**src/rtl/cpu_ctrl_pkg.sv**
```systemverilog
// Shared types and constants for the CPU run-control and statistics unit.
package cpu_ctrl_pkg;

    typedef enum logic [1:0] {
        RUN  = 2'd0,
        HALT = 2'd1,
        STEP = 2'd2
    } run_state_t;

    localparam int SEL_CYCLE     = 0;
    localparam int EV_UNCOND     = 0;
    localparam int EV_COND       = 1;
    localparam int EV_COND_TAKEN = 2;

endpackage

```
**src/rtl/stat_counter.sv**
```systemverilog
// One statistics counter with synchronous clear and a sticky overflow flag.
// STAT_SATURATE_EN selects saturate-at-all-ones instead of wrap.
module stat_counter #(
    parameter int CNT_W = 32
) (
    input  logic             clk,
    input  logic             rst,
    input  logic             clr,
    input  logic             inc,
    output logic [CNT_W-1:0] cnt,
    output logic             ovf
);

    logic at_max;

    assign at_max = &cnt;

    // clr outranks a same-cycle increment
    always_ff @(posedge clk or posedge rst) begin
        if (rst) begin
            cnt <= '0;
            ovf <= 1'b0;
        end else if (clr) begin
            cnt <= '0;
            ovf <= 1'b0;
        end else if (inc) begin
            if (at_max) begin
                ovf <= 1'b1;
            end
`ifdef STAT_SATURATE_EN
            if (!at_max) begin
                cnt <= cnt + CNT_W'(1);
            end
`else
            cnt <= cnt + CNT_W'(1);
`endif
        end
    end

endmodule

```
**src/rtl/run_ctrl_stats.sv**
```systemverilog
// Run-control (CPU update enable, halt/step/resume) and cycle/event counters.
// Counter overflow behaviour is selected by STAT_SATURATE_EN (wrap when undefined).
module run_ctrl_stats
    import cpu_ctrl_pkg::*;
#(
    parameter int N_EV  = 3,
    parameter int CNT_W = 32,
    parameter int DIV_W = 21
) (
    input  logic                       clk,
    input  logic                       rst,
    input  logic                       change_hz,
    input  logic                       halt,
    input  logic                       resume,
    input  logic                       step,
    input  logic                       clr,
    input  logic [N_EV-1:0]            ev,
    input  logic [$clog2(N_EV+1)-1:0]  sel,
    output logic                       run_en,
    output logic                       halted,
    output logic [CNT_W-1:0]           rd_data,
    output logic [N_EV:0]              ovf
);

    run_state_t       state;
    run_state_t       state_nxt;
    logic             resume_q;
    logic             step_q;
    logic             hz_q;
    logic             resume_edge;
    logic             step_edge;
    logic             tc;
    logic [DIV_W-1:0] presc;
    logic [N_EV:0]    inc;
    logic [CNT_W-1:0] cnt [N_EV+1];
    logic [CNT_W-1:0] rd_nxt;

    assign resume_edge = resume & ~resume_q;
    assign step_edge   = step & ~step_q;
    assign tc          = hz_q | (&presc);

    // Decoded from registers only, so the CPU sees a glitch-free enable.
    assign run_en = ((state == RUN) & tc) | (state == STEP);
    assign halted = (state == HALT);

    always_comb begin
        state_nxt = state;
        unique case (state)
            RUN:  if (run_en && halt) state_nxt = HALT;
            HALT: begin
                if (resume_edge)    state_nxt = RUN;
                else if (step_edge) state_nxt = STEP;
            end
            STEP: state_nxt = HALT;
            default: state_nxt = RUN;
        endcase
    end

    always_ff @(posedge clk or posedge rst) begin
        if (rst) begin
            state    <= RUN;
            resume_q <= 1'b0;
            step_q   <= 1'b0;
            hz_q     <= 1'b0;
        end else begin
            state    <= state_nxt;
            resume_q <= resume;
            step_q   <= step;
            hz_q     <= change_hz;
        end
    end

    // Restart the slow period on a rate change or on leaving HALT.
    always_ff @(posedge clk or posedge rst) begin
        if (rst) begin
            presc <= '0;
        end else if ((change_hz != hz_q) || (state == HALT && state_nxt == RUN)) begin
            presc <= '0;
        end else if (state == RUN) begin
            presc <= presc + DIV_W'(1);
        end
    end

    assign inc[SEL_CYCLE] = run_en;
    assign inc[N_EV:1]    = ev & {N_EV{run_en}};

    for (genvar i = 0; i <= N_EV; i++) begin : g_cnt
        stat_counter #(
            .CNT_W (CNT_W)
        ) u_cnt (
            .clk (clk),
            .rst (rst),
            .clr (clr),
            .inc (inc[i]),
            .cnt (cnt[i]),
            .ovf (ovf[i])
        );
    end

    always_comb begin
        rd_nxt = '0;
        for (int i = 0; i <= N_EV; i++) begin
            if (32'(sel) == 32'(i)) rd_nxt = cnt[i];
        end
    end

    always_ff @(posedge clk or posedge rst) begin
        if (rst) rd_data <= '0;
        else     rd_data <= rd_nxt;
    end

endmodule

```
**config.mk**
```make
export PLATFORM = sky130hd
export DESIGN_NAME = run_ctrl_stats
export DESIGN_NICKNAME = d
export VERILOG_FILES = /design/src/rtl/cpu_ctrl_pkg.sv /design/src/rtl/stat_counter.sv /design/src/rtl/run_ctrl_stats.sv
export SDC_FILE = /design/constraint.sdc
export NUM_CORES = 1
export LEC_CHECK = 0
export CORE_MARGIN = 2
export CORE_UTILIZATION = 50
export CTS_CLUSTER_SIZE = 14
export DETAILED_ROUTE_END_ITERATION = 16
export DONT_BUFFER_PORTS = 1
export GPL_TIMING_DRIVEN = 1
export PLACE_DENSITY = 0.71
export SLEW_MARGIN = 30
export SYNTH_ARGS = -nofsm -noshare
export SYNTH_HDL_FRONTEND = slang
export SYNTH_HIERARCHICAL = 1
export SYNTH_SLANG_ARGS = --single-unit
```
**constraint.sdc**
```tcl
create_clock -name clk -period 4.4 [get_ports clk]
set_input_delay 0.66 -clock clk [delete_from_list [all_inputs] [get_ports clk]]
set_output_delay 0.66 -clock clk [all_outputs]
set_load 0.01 [all_outputs]
```
==> results of run 1 <==
cell type report:
| cell class | count | area, µm² | share of cell area [%] |
|---|---|---|---|
| tap | 265 | 332 | 3.06 |
| clock buffer | 17 | 425 | 3.92 |
| timing repair buffer | 14 | 105 | 0.969 |
| sequential | 190 | 4750 | 43.8 |
| inverter | 35 | 131 | 1.21 |
| clock inverter | 15 | 188 | 1.73 |
| multi-input combinational | 677 | 4920 | 45.3 |
cell families (layout without fill, tap and decap cells):
logic type | Yosys count | in the layout | share of synthesized area (%)
AOI/OAI and AO/OA | 122 | 122 | 7.51
DFF | 190 | 190 | 47.3
xor gates and xnor gates | 57 | 57 | 4.97
and+or+nand+nor | 421 | 421 | 24.2
adders and majority gates | 5 | 5 | 0.623
buffers and inverters | 89 | 81 | 3.80
muxes | 72 | 72 | 11.6
registers in the layout, summed over array words and instances, names as in the netlist:
name,cells
g_cnt.u_cnt/cnt,128
g_cnt.u_cnt/ovf,4
hz_q,1
presc,21
rd_data,32
resume_q,1
state,2
step_q,1
metal layers:
metal  track usage, %  routed length (µm)
met5                0                  25
met4             6.47                 405
met3             5.02                1210
met2             34.0               10800
met1             32.3               10700
cell usage in the layout, fill, tap and decap left out, types with 2 or more instances in the layout:
cell type,instances
a21oi_1,55
and2_1,7
and3_1,15
and4_1,10
buf_4,14
bufinv_16,2
clkbuf_16,17
dfrtp_1,190
ha_1,5
inv_1,34
inv_6,7
inv_8,3
mux2_1,28
mux2_2,8
mux2i_1,4
mux4_2,32
nand2_1,57
nand2b_1,4
nand3_1,25
nand3_2,4
nand4_1,25
nand4_2,4
nor2_1,98
nor2b_1,37
nor3_1,22
nor4_1,38
nor4b_2,8
o2111ai_1,4
o211ai_1,6
o21a_1,2
o21ai_0,13
o31ai_1,34
o41ai_1,4
or3_1,11
or3b_2,4
or4_1,44
xnor2_1,36
xor2_1,21
final timing paths:
path                       slack [ns]                 start  cells after the start                                 end
max                              0.98  presc[0]$_DFFE_PP0P_                     10  g_cnt[3].u_cnt/cnt[23]$_DFFE_PP0P_
min                              0.08                   rst                      1               rd_data[14]$_DFF_PP0_
max reg2reg                      0.98  presc[0]$_DFFE_PP0P_                     10  g_cnt[3].u_cnt/cnt[23]$_DFFE_PP0P_
min reg2reg                      0.47      step_q$_DFF_PP0_                      1                  state[1]$_DFF_PP0_
max in group asynchronous        3.45                   rst                      2               rd_data[17]$_DFF_PP0_
min in group clk                 0.25             change_hz                      0                      hz_q$_DFF_PP0_
per-stage QoR:
step | cell area [µm²] | hold WS [ns] | cells | worst slack [ns] | utilization (%)
finish | 10900 | 0.0765 | 1213 | 0.983 | 55.4
floorplan | 10000 | 0.409 | 956 | 1.24 | -
CTS | 10900 | 0.0710 | 1213 | 1.02 | 55.4
global placement | 10200 | 0.427 | 1181 | 1.14 | 52.3
global route | 10900 | 0.0835 | 1213 | 0.761 | 55.4
detailed placement | 10200 | 0.438 | 1181 | 1.07 | 52.3
power groups by stage:
stage / clock network [W] / registers (W) / logic, W
after global placement: 0 / 0.00183 / 0.000148
final: 0.00162 / 0.00179 / 0.000149
after detailed placement: 0 / 0.00183 / 0.000152
after global routing: 0.00173 / 0.00180 / 0.000168
after floorplan: 0 / 0.00182 / 0.000150
after CTS: 0.00166 / 0.00179 / 0.000153
==> run metrics, run 1 <==
hold_buf cts=0; first-pass GRT wire length=38100 µm; die width=146 µm; CP required=4.72 ns; switching share of total power=24.3%; TritonRoute pass-1 iters=5; Internal Pwr Total=0.00269 W; total power per unit cell area=328 mW/mm²; Post-synth EDFFs=0; row count=51; clk sink count=190; slowest cell on the critical path=o31ai_2; cells along the critical path=ha_1 -> nor3b_4 -> nand3_4 -> o31ai_2 -> buf_4 -> and2_1 -> o2111ai_1 -> buf_4 -> nor4_1 -> mux2_1; Synth cell types=48; DRT Wirelength=23100 µm; Crit Path Class=flop to flop; initial core utilization=51.3%; setup violators final=0; Syn Std Cell Area=0.0100 mm²; ranking of synthesized cells by area=dfrtp_1, mux4_2, nor2_1, or4_1, mux2_1; Port Buffer Count=0; largest area contributor in the netlist=dfrtp_1; most used cell, CP=buf_4; worst endpoint data arrival time=3.74 ns; core area=0.0196 mm²; initial antenna violation count=2; Layout area overhead=8.01%; Clock Power Share=45.4%; Flop pwr share=50.4%; TritonCTS Buffers=17; Clk Latency, worst-skew pair=0.44 ns; Ys Warns=6; worst hold path type=input pin to asynchronous set/reset pin; hpwl dp=15600 µm; Psw=0.000867 W; Slew headroom=40.8%; Max-Cap Viols=0; top cells by count, synth=dfrtp_1, nor2_1, nand2_1; Routed Antenna Nets=0; htree depth=4; CTS tree=yes; fraction of registers with async set or reset after synthesis=100%; Slew @ Worst Pin=0.888 ns; grt ovf=0; Post-Syn Area per Cell=10.5 µm²; worst clock skew=0.0149 ns; via count=7461; fraction of layout cells with a size suffix above 1=11.7%; vias in the first global route=7036; minimum clock period=3.42 ns; Residual DRC=0; count leader, synth=dfrtp_1; I/O pin cnt=50; Final Total Pwr=0.00356 W; Max IR drop VDD=221 µV; Vias/cell=6.15; main flop type after synthesis=dfrtp_1; Reg clk slew, reported paths=0.07 ns; Post-CTS Resized=0; Peak Freq=0.293 GHz; crit-path max cell delay=0.45 ns; crit end category=flop; GRT Total Usage=22.3%; Post-CTS Repair Setup Buffers=0; sequential-to-total area share from yosys stat=47.3%; clk buf depth=2; fin nets=952; worst-path maximum fanout=21; layout filler cell count=1687; synthesized instance count=956; synthesized net count=973; unrepaired setup endpoints after global routing=false; Critical Path Start Type=flop; WL per Instance=19.1 µm; largest net degree at the start of global routing=177; Buf/Inv on CP=2; initial drt markers=763; part of the cycle the worst path needs=77.7%; Comb pwr share=4.2%; die area=0.0212 mm²; FF+latch count, synth=190; max-slew violations=0; Leak=4.30 nW; status=finished clean; Die H=146 µm; RePlAce Congestion=0.819; share of the synthesized area in the top cell type=47.3%; root buf cell=clkbuf_16; CP delay by family, top=simple AND/OR/NAND/NOR gates; Fin Setup TNS=0 ns; Final Hold Fails=0; ANT cells=0
Power figures use the tool's default switching activity.
==> run 2: changes to the inputs <==
--- a/config.mk
+++ b/config.mk
@@ -11,7 +11,7 @@
 export DETAILED_ROUTE_END_ITERATION = 16
 export DONT_BUFFER_PORTS = 1
 export GPL_TIMING_DRIVEN = 1
-export PLACE_DENSITY = 0.71
+export PLACE_DENSITY = 0.74
 export SLEW_MARGIN = 30
 export SYNTH_ARGS = -nofsm -noshare
 export SYNTH_HDL_FRONTEND = slang
==> constraint.sdc (replaced) <==
create_clock -name clk -period 2.8 [get_ports clk]
set_input_delay 0.42 -clock clk [delete_from_list [all_inputs] [get_ports clk]]
set_output_delay 0.42 -clock clk [all_outputs]
set_load 0.01 [all_outputs]
==> run 2 against run 1 <==
Effect of this change:
- the flow now finishes with violations (negative hold slack)
- clock power increased by 51%
- routed wire length rose by 3.1%
- setup slack worse by 0.87 ns
- clock-buffer cell count is 1 higher
- design area rose by 3.8%
==> run metrics, run 2 (same netlist as run 1, synthesis figures left out) <==
Crit Path Class=flop to flop (unchanged); Port Buffer Count=0 (unchanged); initial core utilization=51.3% (unchanged); DRT Wirelength=23900 µm (was 23100 µm); hpwl dp=15600 µm (about the same); status=finished with violations (was finished clean); R2R depth=11 (was 10); post-layout util=57.5% (was 55.4%); Residual DRC=0 (unchanged); minimum clock period=2.68 ns (was 3.42 ns); WL per Instance=19.0 µm (was 19.1 µm); DR top layer=met4 (was met5); worst clock skew=0.0108 ns (was 0.0149 ns); crit end category=flop (unchanged); Most flops, register=g_cnt.u_cnt/cnt (unchanged); clk sink count=190 (unchanged); Fin Hold WS=-0.00750 ns (was 0.0765 ns); part of the cycle the worst path needs=95.9% (was 77.7%); Peak Freq=0.372 GHz (was 0.293 GHz); Reg clk slew, reported paths=0.07 ns (about the same); worst-path maximum fanout=21 (unchanged); max reg flops=128 (unchanged); r2r endpoint=g_cnt[3].u_cnt/cnt[13]$_DFFE_PP0P_ (was g_cnt[3].u_cnt/cnt[23]$_DFFE_PP0P_); Worst R2R Start=presc[1]$_DFFE_PP0P_ (was presc[0]$_DFFE_PP0P_); Max-Cap Viols=0 (unchanged); GRT Total Usage=22.5% (was 22.3%); total power per unit cell area=497 mW/mm² (was 328 mW/mm²); failing checks=negative hold slack; TritonCTS Buffers=17 (unchanged); die area=0.0212 mm² (unchanged); fin nets=992 (was 952); Clk Latency, worst-skew pair=0.44 ns (about the same); clk buf depth=2 (unchanged); worst hold path type=input pin to asynchronous set/reset pin (unchanged); grt ovf=0 (unchanged); die width=146 µm (unchanged); fraction of layout cells with a size suffix above 1=15.9% (was 11.7%); internal reg-to-reg setup slack=0.12 ns (was 0.98 ns); vias in the first global route=7091 (was 7036); via count=7670 (was 7461); root buf cell=clkbuf_16 (unchanged); initial drt markers=766 (was 763); core area=0.0196 mm² (unchanged); Critical Path Start Type=flop (unchanged); Final Hold Fails=14 (was 0); row count=51 (unchanged); Slew headroom=44.7% (was 40.8%); htree depth=4 (unchanged); setup violators final=0 (unchanged); Max IR drop VDD=388 µV (was 221 µV); ANT cells=0 (unchanged); biggest regs=g_cnt.u_cnt/cnt x128, rd_data x32, presc x21 (unchanged); largest net degree at the start of global routing=177 (unchanged); commonest cells after routing, fill and taps aside=dfrtp_1, nor2_1, nand2_1, a21oi_1, or4_1 (unchanged); Leak=4.48 nW (was 4.30 nW); CTS tree=yes (unchanged); worst endpoint data arrival time=3.05 ns (was 3.74 ns); CP required=3.17 ns (was 4.72 ns); initial antenna violation count=0 (was 2); TritonRoute pass-1 iters=5 (unchanged); met3 WL=1770 µm (was 1210 µm); first-pass GRT wire length=38200 µm (was 38100 µm); Layout area overhead=12.1% (was 8.01%); RePlAce Congestion=0.837 (was 0.819); Slew @ Worst Pin=0.828 ns (was 0.888 ns); Vias/cell=6.12 (was 6.15); Routed Antenna Nets=0 (unchanged); met1 wire length=10600 µm (was 10700 µm); unrepaired setup endpoints after global routing=true (was false); commonest non-fill, non-tap cell in the layout=dfrtp_1 (unchanged); Fin Setup TNS=0 ns (unchanged); max-slew violations=0 (unchanged); Die H=146 µm (unchanged); I/O pin cnt=50 (unchanged); metal2 WL=11100 µm (was 10800 µm); layout filler cell count=1677 (was 1687)
==> run 2: worst max-delay path by stage <==
stage,from,end,slack (ns),cells past startpoint
floorplan,presc[0]$_DFFE_PP0P_,g_cnt[1].u_cnt/cnt[22]$_DFFE_PP0P_,0.06,10
global placement,presc[0]$_DFFE_PP0P_,g_cnt[2].u_cnt/cnt[29]$_DFFE_PP0P_,0.16,10
detailed placement,presc[0]$_DFFE_PP0P_,g_cnt[2].u_cnt/cnt[29]$_DFFE_PP0P_,0.07,10
CTS,presc[0]$_DFFE_PP0P_,g_cnt[2].u_cnt/cnt[29]$_DFFE_PP0P_,0.06,10
global route,presc[1]$_DFFE_PP0P_,g_cnt[1].u_cnt/cnt[24]$_DFFE_PP0P_,-0.02,11
finish,presc[1]$_DFFE_PP0P_,g_cnt[3].u_cnt/cnt[13]$_DFFE_PP0P_,0.12,11
==> run 2: cell type report <==
class / instances / area (µm²) / share of cell area (%)
Clock buffer: 18 / 429 / 3.81
Multi-Input combinational cell: 677 / 5000 / 44.3
Tap cell: 265 / 332 / 2.94
Sequential cell: 190 / 4750 / 42.2
Inverter: 35 / 133 / 1.18
Timing Repair Buffer: 54 / 464 / 4.12
Clock inverter: 14 / 159 / 1.41
==> run 2: critical path, stage by stage (launching register included) <==
cell	delay (ns)
dfrtp_1	0.36
ha_1	0.17
nor3b_4	0.23
nand3_4	0.11
o31ai_4	0.26
buf_12	0.16
and2_1	0.18
o2111ai_1	0.17
buf_12	0.20
nand2b_1	0.17
or3b_2	0.45
a21oi_1	0.15
==> run 2: metal layers <==
metal / up-vias / GRT usage (%)
met1: 3807 / 32.7
met2: 279 / 34.3
met3: 26 / 5.55
met4: 0 / 5.25
met5: - / 0
li1: 3558 / -
==> run 2: metrics by stage <==
step	cells	total power (W)	setup slack [ns]	area, µm²
2_1_floorplan	956	0.00310	0.0598	10100
3_3_place_gp	1204	0.00314	0.157	10400
3_5_place_dp	1204	0.00314	0.0719	10400
4_1_cts	1240	0.00560	0.0608	11100
5_1_grt	1253	0.00581	-0.0236	11300
6_report	1253	0.00560	0.115	11300
==> run 2: power breakdown <==
part,internal (W),switching (W),leakage [nW]
combinational,0.000156,0.000175,1.57
clock,0.00133,0.00112,0.269
sequential,0.00278,0.0000363,2.64
==> run 2: repair_timing <==
action,CTS,global route
buffers inserted,0,10
endpoints found under the hold margin,119,0
hold buffers,4,0
setup endpoints to repair,1,29
cloned,0,3
pin swaps,0,0
resized for setup,1,14
==> run 3: changes to the inputs <==
--- a/config.mk
+++ b/config.mk
@@ -11,7 +11,9 @@
 export DETAILED_ROUTE_END_ITERATION = 16
 export DONT_BUFFER_PORTS = 1
 export GPL_TIMING_DRIVEN = 1
+export HOLD_SLACK_MARGIN = 0.08
 export PLACE_DENSITY = 0.74
+export SKIP_LAST_GASP = 1
 export SLEW_MARGIN = 30
 export SYNTH_ARGS = -nofsm -noshare
 export SYNTH_HDL_FRONTEND = slang
==> run 3 against run 2 <==
Effect of this change:
- the run now ends clean
- power rose by 0.53%
- clock power barely moved
- design area rose by 0.42%
- die area did not move
- global-route usage rose by 0.38 points
- sequential power barely moved
- non-clock buffer count rose by 3
- via count rose by 1.0%
- setup slack got worse by 0.035 ns
- register-to-register slack got worse by 0.04 ns
- largest power group unchanged
==> run metrics, run 3 (same netlist as run 1, synthesis figures left out) <==
status=finished clean (was finished with violations); TritonCTS Buffers=17 (unchanged); final non-filler cell area=0.0113 mm² (about the same); die area=0.0212 mm² (unchanged); initial core utilization=51.3% (unchanged); Final Hold Fails=0 (was 14); DRT Wirelength=24300 µm (was 23900 µm); Psw=0.00136 W (was 0.00133 W); fin nets=995 (was 992); worst hold path type=input pin to flop (was input pin to asynchronous set/reset pin); initial antenna violation count=0 (unchanged); Most flops, register=g_cnt.u_cnt/cnt (unchanged); TritonRoute pass-1 iters=5 (unchanged); clk buf depth=2 (unchanged); Routed Antenna Nets=0 (unchanged); Internal Pwr Total=0.00427 W (was 0.00426 W); ANT cells=0 (unchanged); Critical Path Start Type=flop (unchanged); worst clock skew=0.00769 ns (was 0.0108 ns); Slew headroom=45.2% (was 44.7%); Reg clk slew, reported paths=0.07 ns (about the same); R2R depth=11 (unchanged); vias in the first global route=7125 (was 7091); hpwl dp=15600 µm (unchanged); Peak Freq=0.368 GHz (was 0.372 GHz); root buf cell=clkbuf_16 (unchanged); CP required=3.17 ns (about the same); part of the cycle the worst path needs=97.1% (was 95.9%); max reg flops=128 (unchanged); Hold Crit Depth=1; minimum clock period=2.72 ns (was 2.68 ns); grt ovf=0 (unchanged); Vias/cell=6.17 (was 6.12); commonest non-fill, non-tap cell in the layout=dfrtp_1 (unchanged); die width=146 µm (unchanged); max-slew violations=0 (unchanged); Crit Path Class=flop to flop (unchanged); Residual DRC=0 (unchanged); Port Buffer Count=0 (unchanged); Flop pwr share=50.0% (was 50.2%); commonest cells after routing, fill and taps aside=dfrtp_1, nor2_1, nand2_1, a21oi_1, or4_1 (unchanged); core area=0.0196 mm² (unchanged); Clk Latency, worst-skew pair=0.44 ns (about the same); Worst R2R Start=presc[1]$_DFFE_PP0P_ (unchanged); row count=51 (unchanged); crit end category=flop (unchanged); setup violators final=0 (unchanged); worst-path maximum fanout=21 (unchanged); Min-Delay Startpoint=step; initial drt markers=862 (was 766); WL per Instance=19.4 µm (was 19.0 µm); htree depth=4 (unchanged); unrepaired setup endpoints after global routing=true (unchanged); r2r endpoint=g_cnt[3].u_cnt/cnt[13]$_DFFE_PP0P_ (unchanged); largest net degree at the start of global routing=97 (was 177); Final Total Pwr=0.00563 W (was 0.00560 W); worst endpoint data arrival time=3.09 ns (was 3.05 ns); Worst Hold Path EP=state[1]$_DFF_PP0_; Comb pwr share=6.5% (was 5.9%); Placed Area=0.0104 mm² (unchanged); biggest regs=g_cnt.u_cnt/cnt x128, rd_data x32, presc x21 (unchanged); Layout area overhead=12.6% (was 12.1%); CTS tree=yes (unchanged); Slew @ Worst Pin=0.821 ns (was 0.828 ns); total power per unit cell area=497 mW/mm² (about the same); switching share of total power=24.1% (was 23.8%); RePlAce Congestion=0.837 (unchanged); clk sink count=190 (unchanged); Max IR drop VDD=391 µV (was 388 µV); via count=7748 (was 7670); Max-Cap Viols=0 (unchanged); Clock Power Share=43.6% (was 43.9%); fraction of layout cells with a size suffix above 1=15.9% (about the same); Die H=146 µm (unchanged); I/O pin cnt=50 (unchanged); first-pass GRT wire length=38800 µm (was 38200 µm); GRT Total Usage=22.9% (was 22.5%); Setup crit start=presc[1]$_DFFE_PP0P_ (unchanged); Leak=4.50 nW (was 4.48 nW); internal reg-to-reg setup slack=0.08 ns (was 0.12 ns)
==> run 3: area by class of cell <==
cell class | instances | area (µm²)
Sequential cell | 190 | 4750
Timing Repair Buffer | 57 | 512
Clock inverter | 14 | 159
Inverter | 35 | 133
Multi-Input combinational cell | 677 | 5000
Fill cell | 1672 | 8280
Tap cell | 265 | 332
Clock buffer | 18 | 429
==> run 3: worst max-delay path by stage <==
stage               cells past startpoint                                  to
global route                           11  g_cnt[1].u_cnt/cnt[28]$_DFFE_PP0P_
CTS                                    10  g_cnt[2].u_cnt/cnt[29]$_DFFE_PP0P_
floorplan                              10  g_cnt[1].u_cnt/cnt[22]$_DFFE_PP0P_
finish                                 11  g_cnt[3].u_cnt/cnt[13]$_DFFE_PP0P_
global placement                       10  g_cnt[2].u_cnt/cnt[29]$_DFFE_PP0P_
detailed placement                     10  g_cnt[2].u_cnt/cnt[29]$_DFFE_PP0P_
==> run 3: metal layers <==
metal	routed length (µm)	GRT usage [%]	share of wire [%]	vias to the layer above
met5	0	0	0	-
met4	345	5.29	1.4	0
met3	1860	5.33	7.6	29
met2	11400	35.0	47	281
met1	10700	33.4	44	3870
li1	-	-	-	3568
==> run 3: critical path, cell delays in order (launching register included) <==
cell       delay [ns]
dfrtp_1          0.37
ha_1             0.17
nor3b_4          0.23
nand3_4          0.11
o31ai_4          0.26
buf_12           0.16
and2_1           0.22
o2111ai_2        0.16
buf_12           0.20
nand2b_1         0.17
or3b_2           0.45
a21oi_1          0.14
==> run 3: what timing repair did <==
item / in CTS / in global routing
cloned: 0 / 3
hold buffers: 5 / 2
setup buffers: 0 / 10
resized for setup: 1 / 14
endpoints found under the hold margin: 215 / 43
endpoints found under the setup margin: 1 / 29
==> run 3: stage by stage <==
step | hold slack, ns | setup slack [ns] | instances | util [%] | setup TNS (ns)
after floorplan | 0.409 | 0.0598 | 956 | - | 0
after global placement | 0.423 | 0.157 | 1204 | 53.3 | 0
after detailed placement | 0.433 | 0.0719 | 1204 | 53.3 | 0
after CTS | 0.0821 | 0.0608 | 1241 | 56.7 | 0
after global routing | 0.129 | -0.0406 | 1256 | 57.8 | -0.221
final | 0.132 | 0.0803 | 1256 | 57.8 | 0
==> run 3: power groups by stage <==
stage          Sequential, W  Clock (W)  Combinational, W
3_3_place_gp         0.00286          0          0.000271
6_report             0.00281    0.00245          0.000363
5_1_grt              0.00282    0.00262          0.000403
2_1_floorplan        0.00286          0          0.000240
3_5_place_dp         0.00287          0          0.000277
4_1_cts              0.00281    0.00250          0.000312
